[src/rtl/csr_gpio_bank.sv]
// CSR-mapped GPIO bank: registered outputs, synchronised + debounced inputs.
// Define GPIO_IRQ_EN to add the IE/PEND/EDGE registers, edge detection and irq.
module csr_gpio_bank #(
  parameter int          IN_COUNT  = 8,
  parameter int          OUT_COUNT = 8,
  parameter logic [11:0] BASE_ADDR = 12'hBC4,
  parameter int          TICK_DIV  = 200_000,
  parameter logic [31:0] OUT_RESET = 32'h0
) (
  input  logic                 clk,
  input  logic                 rstn,
  input  logic                 read,
  input  logic [2:0]           modify,
  input  logic [31:0]          wdata,
  input  logic [11:0]          addr,
  output logic [31:0]          rdata,
  output logic                 valid,
  input  logic [IN_COUNT-1:0]  inpins,
  output logic [OUT_COUNT-1:0] outpins,
  output logic                 irq
);

  localparam int CNT_W = $clog2(TICK_DIV);

  function automatic logic [31:0] apply_mod(input logic [31:0] old,
                                            input logic [31:0] wd,
                                            input logic [2:0]  m);
    apply_mod = old;
    if (m[0])      apply_mod = wd;
    else if (m[1]) apply_mod = old | wd;
    else if (m[2]) apply_mod = old & ~wd;
  endfunction

  logic [11:0]          off;
  logic                 access;
  logic                 hit;
  logic [31:0]          rd_hit;
  logic [OUT_COUNT-1:0] out_q, out_nxt;
  logic [IN_COUNT-1:0]  sync_p0, sync_p1;
  logic [IN_COUNT-1:0]  hist_p0, hist_p1;
  logic [IN_COUNT-1:0]  in_q, in_nxt, stable;
  logic [CNT_W-1:0]     cnt_q;
  logic                 tick;

  assign off     = addr - BASE_ADDR;
  assign access  = read | (|modify);
  assign tick    = (cnt_q == CNT_W'(TICK_DIV - 1));
  // A bit is stable when the new sample matches both history samples.
  assign stable  = ~(sync_p1 ^ hist_p0) & ~(sync_p1 ^ hist_p1);
  assign in_nxt  = tick ? ((stable & sync_p1) | (~stable & in_q)) : in_q;
  assign out_nxt = ((off == 12'd0) && (|modify))
                   ? OUT_COUNT'(apply_mod(32'(out_q), wdata, modify)) : out_q;
  assign outpins = out_q;

  // Stage p0 -> p1: two-flop synchroniser, then tick-sampled debounce history.
  always_ff @(posedge clk or negedge rstn) begin
    if (!rstn) begin
      out_q   <= OUT_RESET[OUT_COUNT-1:0];
      sync_p0 <= '0;
      sync_p1 <= '0;
      hist_p0 <= '0;
      hist_p1 <= '0;
      in_q    <= '0;
      cnt_q   <= '0;
    end else begin
      out_q   <= out_nxt;
      sync_p0 <= inpins;
      sync_p1 <= sync_p0;
      cnt_q   <= tick ? '0 : cnt_q + CNT_W'(1);
      if (tick) begin
        hist_p0 <= sync_p1;
        hist_p1 <= hist_p0;
      end
      in_q    <= in_nxt;
    end
  end

`ifdef GPIO_IRQ_EN
  logic [IN_COUNT-1:0] ie_q, pend_q, edge_q;
  logic [IN_COUNT-1:0] ie_nxt, pend_nxt, edge_nxt, evt;
  logic                irq_q;

  assign evt = (in_nxt & ~in_q & edge_q) | (~in_nxt & in_q & ~edge_q);

  always_comb begin
    ie_nxt   = ie_q;
    pend_nxt = pend_q;
    edge_nxt = edge_q;
    if (|modify) begin
      case (off)
        12'd2:   ie_nxt   = IN_COUNT'(apply_mod(32'(ie_q), wdata, modify));
        12'd3:   pend_nxt = IN_COUNT'(apply_mod(32'(pend_q), wdata, modify));
        12'd4:   edge_nxt = IN_COUNT'(apply_mod(32'(edge_q), wdata, modify));
        default: ;
      endcase
    end
    // A hardware event outranks a software clear of the same bit.
    pend_nxt = pend_nxt | evt;
  end

  always_ff @(posedge clk or negedge rstn) begin
    if (!rstn) begin
      ie_q   <= '0;
      pend_q <= '0;
      edge_q <= '0;
      irq_q  <= 1'b0;
    end else begin
      ie_q   <= ie_nxt;
      pend_q <= pend_nxt;
      edge_q <= edge_nxt;
      irq_q  <= |(pend_q & ie_q);
    end
  end

  assign irq = irq_q;
`else
  assign irq = 1'b0;
`endif

  always_comb begin
    hit    = 1'b0;
    rd_hit = '0;
    case (off)
      12'd0: begin hit = 1'b1; rd_hit = 32'(out_q);  end
      12'd1: begin hit = 1'b1; rd_hit = 32'(in_q);   end
`ifdef GPIO_IRQ_EN
      12'd2: begin hit = 1'b1; rd_hit = 32'(ie_q);   end
      12'd3: begin hit = 1'b1; rd_hit = 32'(pend_q); end
      12'd4: begin hit = 1'b1; rd_hit = 32'(edge_q); end
`endif
      default: ;
    endcase
  end

  assign valid = hit & access;
  assign rdata = rd_hit;

endmodule

[config.mk]
export PLATFORM = sky130hd
export DESIGN_NAME = csr_gpio_bank
export DESIGN_NICKNAME = d
export VERILOG_FILES = /design/src/rtl/csr_gpio_bank.sv
export SDC_FILE = /design/constraint.sdc
export NUM_CORES = 1
export LEC_CHECK = 0
export CORE_MARGIN = 2
export CORE_UTILIZATION = 41
export DETAILED_ROUTE_END_ITERATION = 10
export PLACE_DENSITY = 0.87
export SETUP_SLACK_MARGIN = 0.15
export SLEW_MARGIN = 5
export SYNTH_ARGS = -nofsm -noshare
export SYNTH_HDL_FRONTEND = slang
export SYNTH_SLANG_ARGS = --single-unit
[constraint.sdc]
create_clock -name clk -period 3.1 [get_ports clk]
set_clock_uncertainty 0.2 [all_clocks]
set_input_delay 0.775 -clock clk [delete_from_list [all_inputs] [get_ports clk]]
set_output_delay 0.775 -clock clk [all_outputs]
set_load 0.02 [all_outputs]
* Word level (Yosys, flattened, before mapping)
Cells that the tools add are included.
Storage, ports and cells: flip-flop bits (word level) 66, input port bits 58, output and inout port bits 42
Cells by class: $add $sub $neg 2, equality and inequality tests 2, muxes and demuxes 6, bitwise logic cells 14, reduce and logical (&&, ||, !) cells 6
Operators with widths (count):
- $and 8x8->8 | 4
- $not 8->8 | 4
- $mux 8 | 3
- $add 18x1->18 const B | 1
- $eq 18x18->1 const B | 1
- $mux 18 | 1
- $or 8x8->8 | 2
- $pmux 8 s2 | 1
- $xor 8x8->8 | 2
- $eq 12x1->1 const B | 1
- $logic_not 12->1 | 1
- $sub 12x12->12 const B | 1
- $reduce_bool 3->1 | 1
- $reduce_or 3->1 | 1
- $reduce_and 2->1 | 1
- $reduce_or 2->1 | 1
- $and 1x1->1 | 1
- $logic_and 1x1->1 | 1
- $mux 1 | 1
- $or 1x1->1 | 1

* Longest topological paths before layout
word-level depth 6, gate-level depth with buffers 6, gate-level depth less buffers 5

* Least setup slack after synthesis
OpenSTA, ideal clock, no wires.
path kind in2out, start input addr[3], end output valid, arrival time 2.491 ns, setup slack -0.366 ns, stages on the path 5, cell sequence or4b_1 or4_4 buf_6 clkbuf_1 a21oi_1
Between the ends: word-level cells in the longest chain between the ends 5, elaborated cells on any way between the ends 6
Ends and longest elaborated chain:
- start, declared | line 15 | input logic [11:0] addr,
- $sub 12x12->12 * | line 45 | assign off = addr - BASE_ADDR;
- $eq 12x1->1 / $logic_not 12->1 (equally long branches) | line 123 | case (off)
- $reduce_or 2->1 (no source line) *
- $mux 1 * | line 123
- $and 1x1->1 * | line 135 | assign valid = hit & access;
- end, declared | line 17 | output logic valid,
Mark *: on every way between the ends. The rest lies on a longest branch, timed or not.

* Worst setup path after layout
start input addr[5], end output valid
Same word-level chain as after synthesis.

==> qor.txt <==
most frequent CP cell -> buf_6
critical path cell sequence -> buf_6 -> or4b_4 -> or4_4 -> buf_6 -> a21oi_4 -> buf_6
Synth top area share -> 0.546
layout cells sized above 1 -> 0.224
routed via count -> 2310
root buf cell -> clkbuf_8
Hold Crit Class -> flip-flop to flip-flop
Post-Place Cell Area -> 3650 µm²
warnings from Yosys -> 0
CP max stage cell -> or4b_4
PortBufs -> 50
Min Hold Slack -> 0.151 ns
H-Tree Depth -> 3
post-synth cell types -> 36
relative slew slack -> 0.500
Cell Pwr Density -> 439 nW/µm²
ranking of synthesized cells by area -> dfrtp_1 55%, buf_4 6.2%, mux2_2 6.0%, mux2i_1 3.3%, a21oi_1 2.8%
Design Area, Final -> 3940 µm²
I/O pin cnt -> 100
DRT Wirelength -> 6590 µm
post-route setup TNS -> -0.910 ns
DRC -> 0
CTS tree -> yes
DRT antenna net count -> 0
pre-CTS WS -> -1.06 ns
RR Startpoint -> cnt_q[6]$_DFF_PN0_
Area Growth Syn to Fin -> 30.2%
fin crit share -> 1.04
Worst path max stage delay -> 0.54 ns
status -> complete, but fails checks
crit path launch -> addr[5]
final hold viol count -> 0
Inserted Clock Buffers -> 9
failing checks -> negative setup slack
first-pass GRT wire length -> 11100 µm
Worst EP required -> 2.12 ns
CTS sink cnt -> 66
Final setup viols -> 9
RSZ-0062 raised after global routing -> true
DP Wirelength -> 4520 µm
Slew @ Worst Pin -> 0.750 ns
GP Congestion -> 0.795
crit path DAT -> 2.26 ns
starting DRC count in detailed routing -> 227
Hold Crit Start -> sync_p0[4]$_DFF_PN0_
Max IR drop VDD -> 0.347 mV
Core Box Area -> 7210 µm²
post-synthesis sequential element count -> 66
clk slew on worst S/H paths -> 0.06 ns
leakage power -> 0.00175 µW
achievable frequency -> 309 MHz
Chip Height -> 89.9 µm
CP endpoint kind -> output port
average footprint of a synthesized cell -> 11.1 µm²
post-synthesis sequential area ratio -> 0.546
total power -> 1730 µW
wire per inst -> 14.9 µm
crit path time final -> 3.23 ns
dominant cell type by area after synthesis -> dfrtp_1
fin nets -> 397
post-route setup slack -> -0.135 ns
Die X-Extent -> 89.9 µm
worst skew pair latency -> 0.35 ns
gr ovfl total -> 0
crit path max fanout -> 4
Final Max Slew Viols -> 0
Initial Util -> 0.419
GRT Total Usage -> 0.173
Inserted Diodes -> 0
DRT Pass-1 Iters -> 4
largest net degree at the start of global routing -> 35
post-synthesis cell count -> 272
Setup CP Type -> input pin to output port
initial antenna violation count -> 0
Std-Cell Rows -> 31
number of max-cap violations -> 0
die area -> 8080 µm²
crit start category -> input pin
vias per cell -> 5.23
clock buffer depth -> 2
Mapped Area -> 3020 µm²
vias in the first global route -> 2347
stage by stage:
stage,instances,util
after floorplan,296,-
after global placement,419,0.507
after detailed placement,419,0.507
after CTS,442,0.544
after global routing,442,0.546
final,442,0.546
per-layer routing:
| metal | vias up | track usage | routed length, µm |
|---|---|---|---|
| met5 | - | 0 | 0 |
| met4 | 0 | 0.0846 | 195 |
| met3 | 22 | 0.0461 | 390 |
| met2 | 95 | 0.299 | 3440 |
| met1 | 1145 | 0.200 | 2560 |
| li1 | 1048 | - | - |
Yosys cell counts (all sizes together):
library cell	n
o31ai	8
ha	1
mux2i	10
inv	18
o41ai	8
mux2	16
and4	1
and4b	1
xnor2	6
and3	4
nand3	8
o22ai	1
nand2	8
nor4b	2
dfrtp	66
nor4	3
nand4b	1
nor2	20
nor3	1
buf	29
or4	1
and2	1
clkbuf	9
conb	1
or4b	1
a21oi	17
nor2b	1
or3	1
nand4	3
xor2	7
a41oi	8
a211oi	1
o21ai	9
final timing paths:
check / cells after the start / slack (ns) / end
setup reg to reg: 5 / 0.62 / hist_p1[7]$_DFFE_PN0N_
setup / recovery: 6 / -0.13 / valid
hold reg to reg: 0 / 0.15 / sync_p1[4]$_DFF_PN0_
max in group asynchronous: 2 / 1.77 / asynchronous set/reset pin
hold / removal: 0 / 0.15 / sync_p1[4]$_DFF_PN0_
min in group asynchronous: 1 / 0.29 / cnt_q[3]$_DFF_PN0_
worst max-delay path, delay by kind of cell:
family	cells	cell delay (ns)
compound gates	1	0.10
simple gates	2	1.02
buf+inv	3	0.36
report_power, final:
group          switching [µW]  internal, µW
Sequential               6.54           872
Combinational            67.6          46.5
Clock                     320           414
Total                     394          1330
what timing repair did:
action                                  CTS  global route
cloned                                    1             0
buffers inserted                          6             0
hold buffers                              0             0
pin swaps                                 4             2
resized for setup                        78             3
endpoints found under the setup margin   17            17
layout by cell type, fill, tap and decap left out, drive strengths merged, types with 9 or more instances in the layout:
master	instances
a21oi	17
buf	32
o21ai	9
inv	18
nor2	20
mux2	16
clkbuf	12
conb	25
clkdlybuf4s50	30
dfrtp	66
mux2i	10
cell type report:
cell class	count	area, µm²
fillers	600	3280
flip-flops and latches	66	1650
multi-input cells	175	1240
repair buffers	68	652
clock buffers	12	155
well taps	99	124
inverters	18	67.6
clock inverters	4	50.0
kinds of logic (layout without fill, tap and decap cells):
group / after synthesis / after routing / synth area share
DFF: 66 / 66 / 0.546
adders and majority gates: 1 / 1 / 0.00414
AOI/OAI and AO/OA: 52 / 52 / 0.114
and+or+nand+nor: 57 / 58 / 0.0985
buffers and inverters: 56 / 102 / 0.106
muxes: 26 / 26 / 0.0927
xor gates and xnor gates: 13 / 13 / 0.0377
other: 1 / 25 / 0.00124
Power figures use the tool's default switching activity.
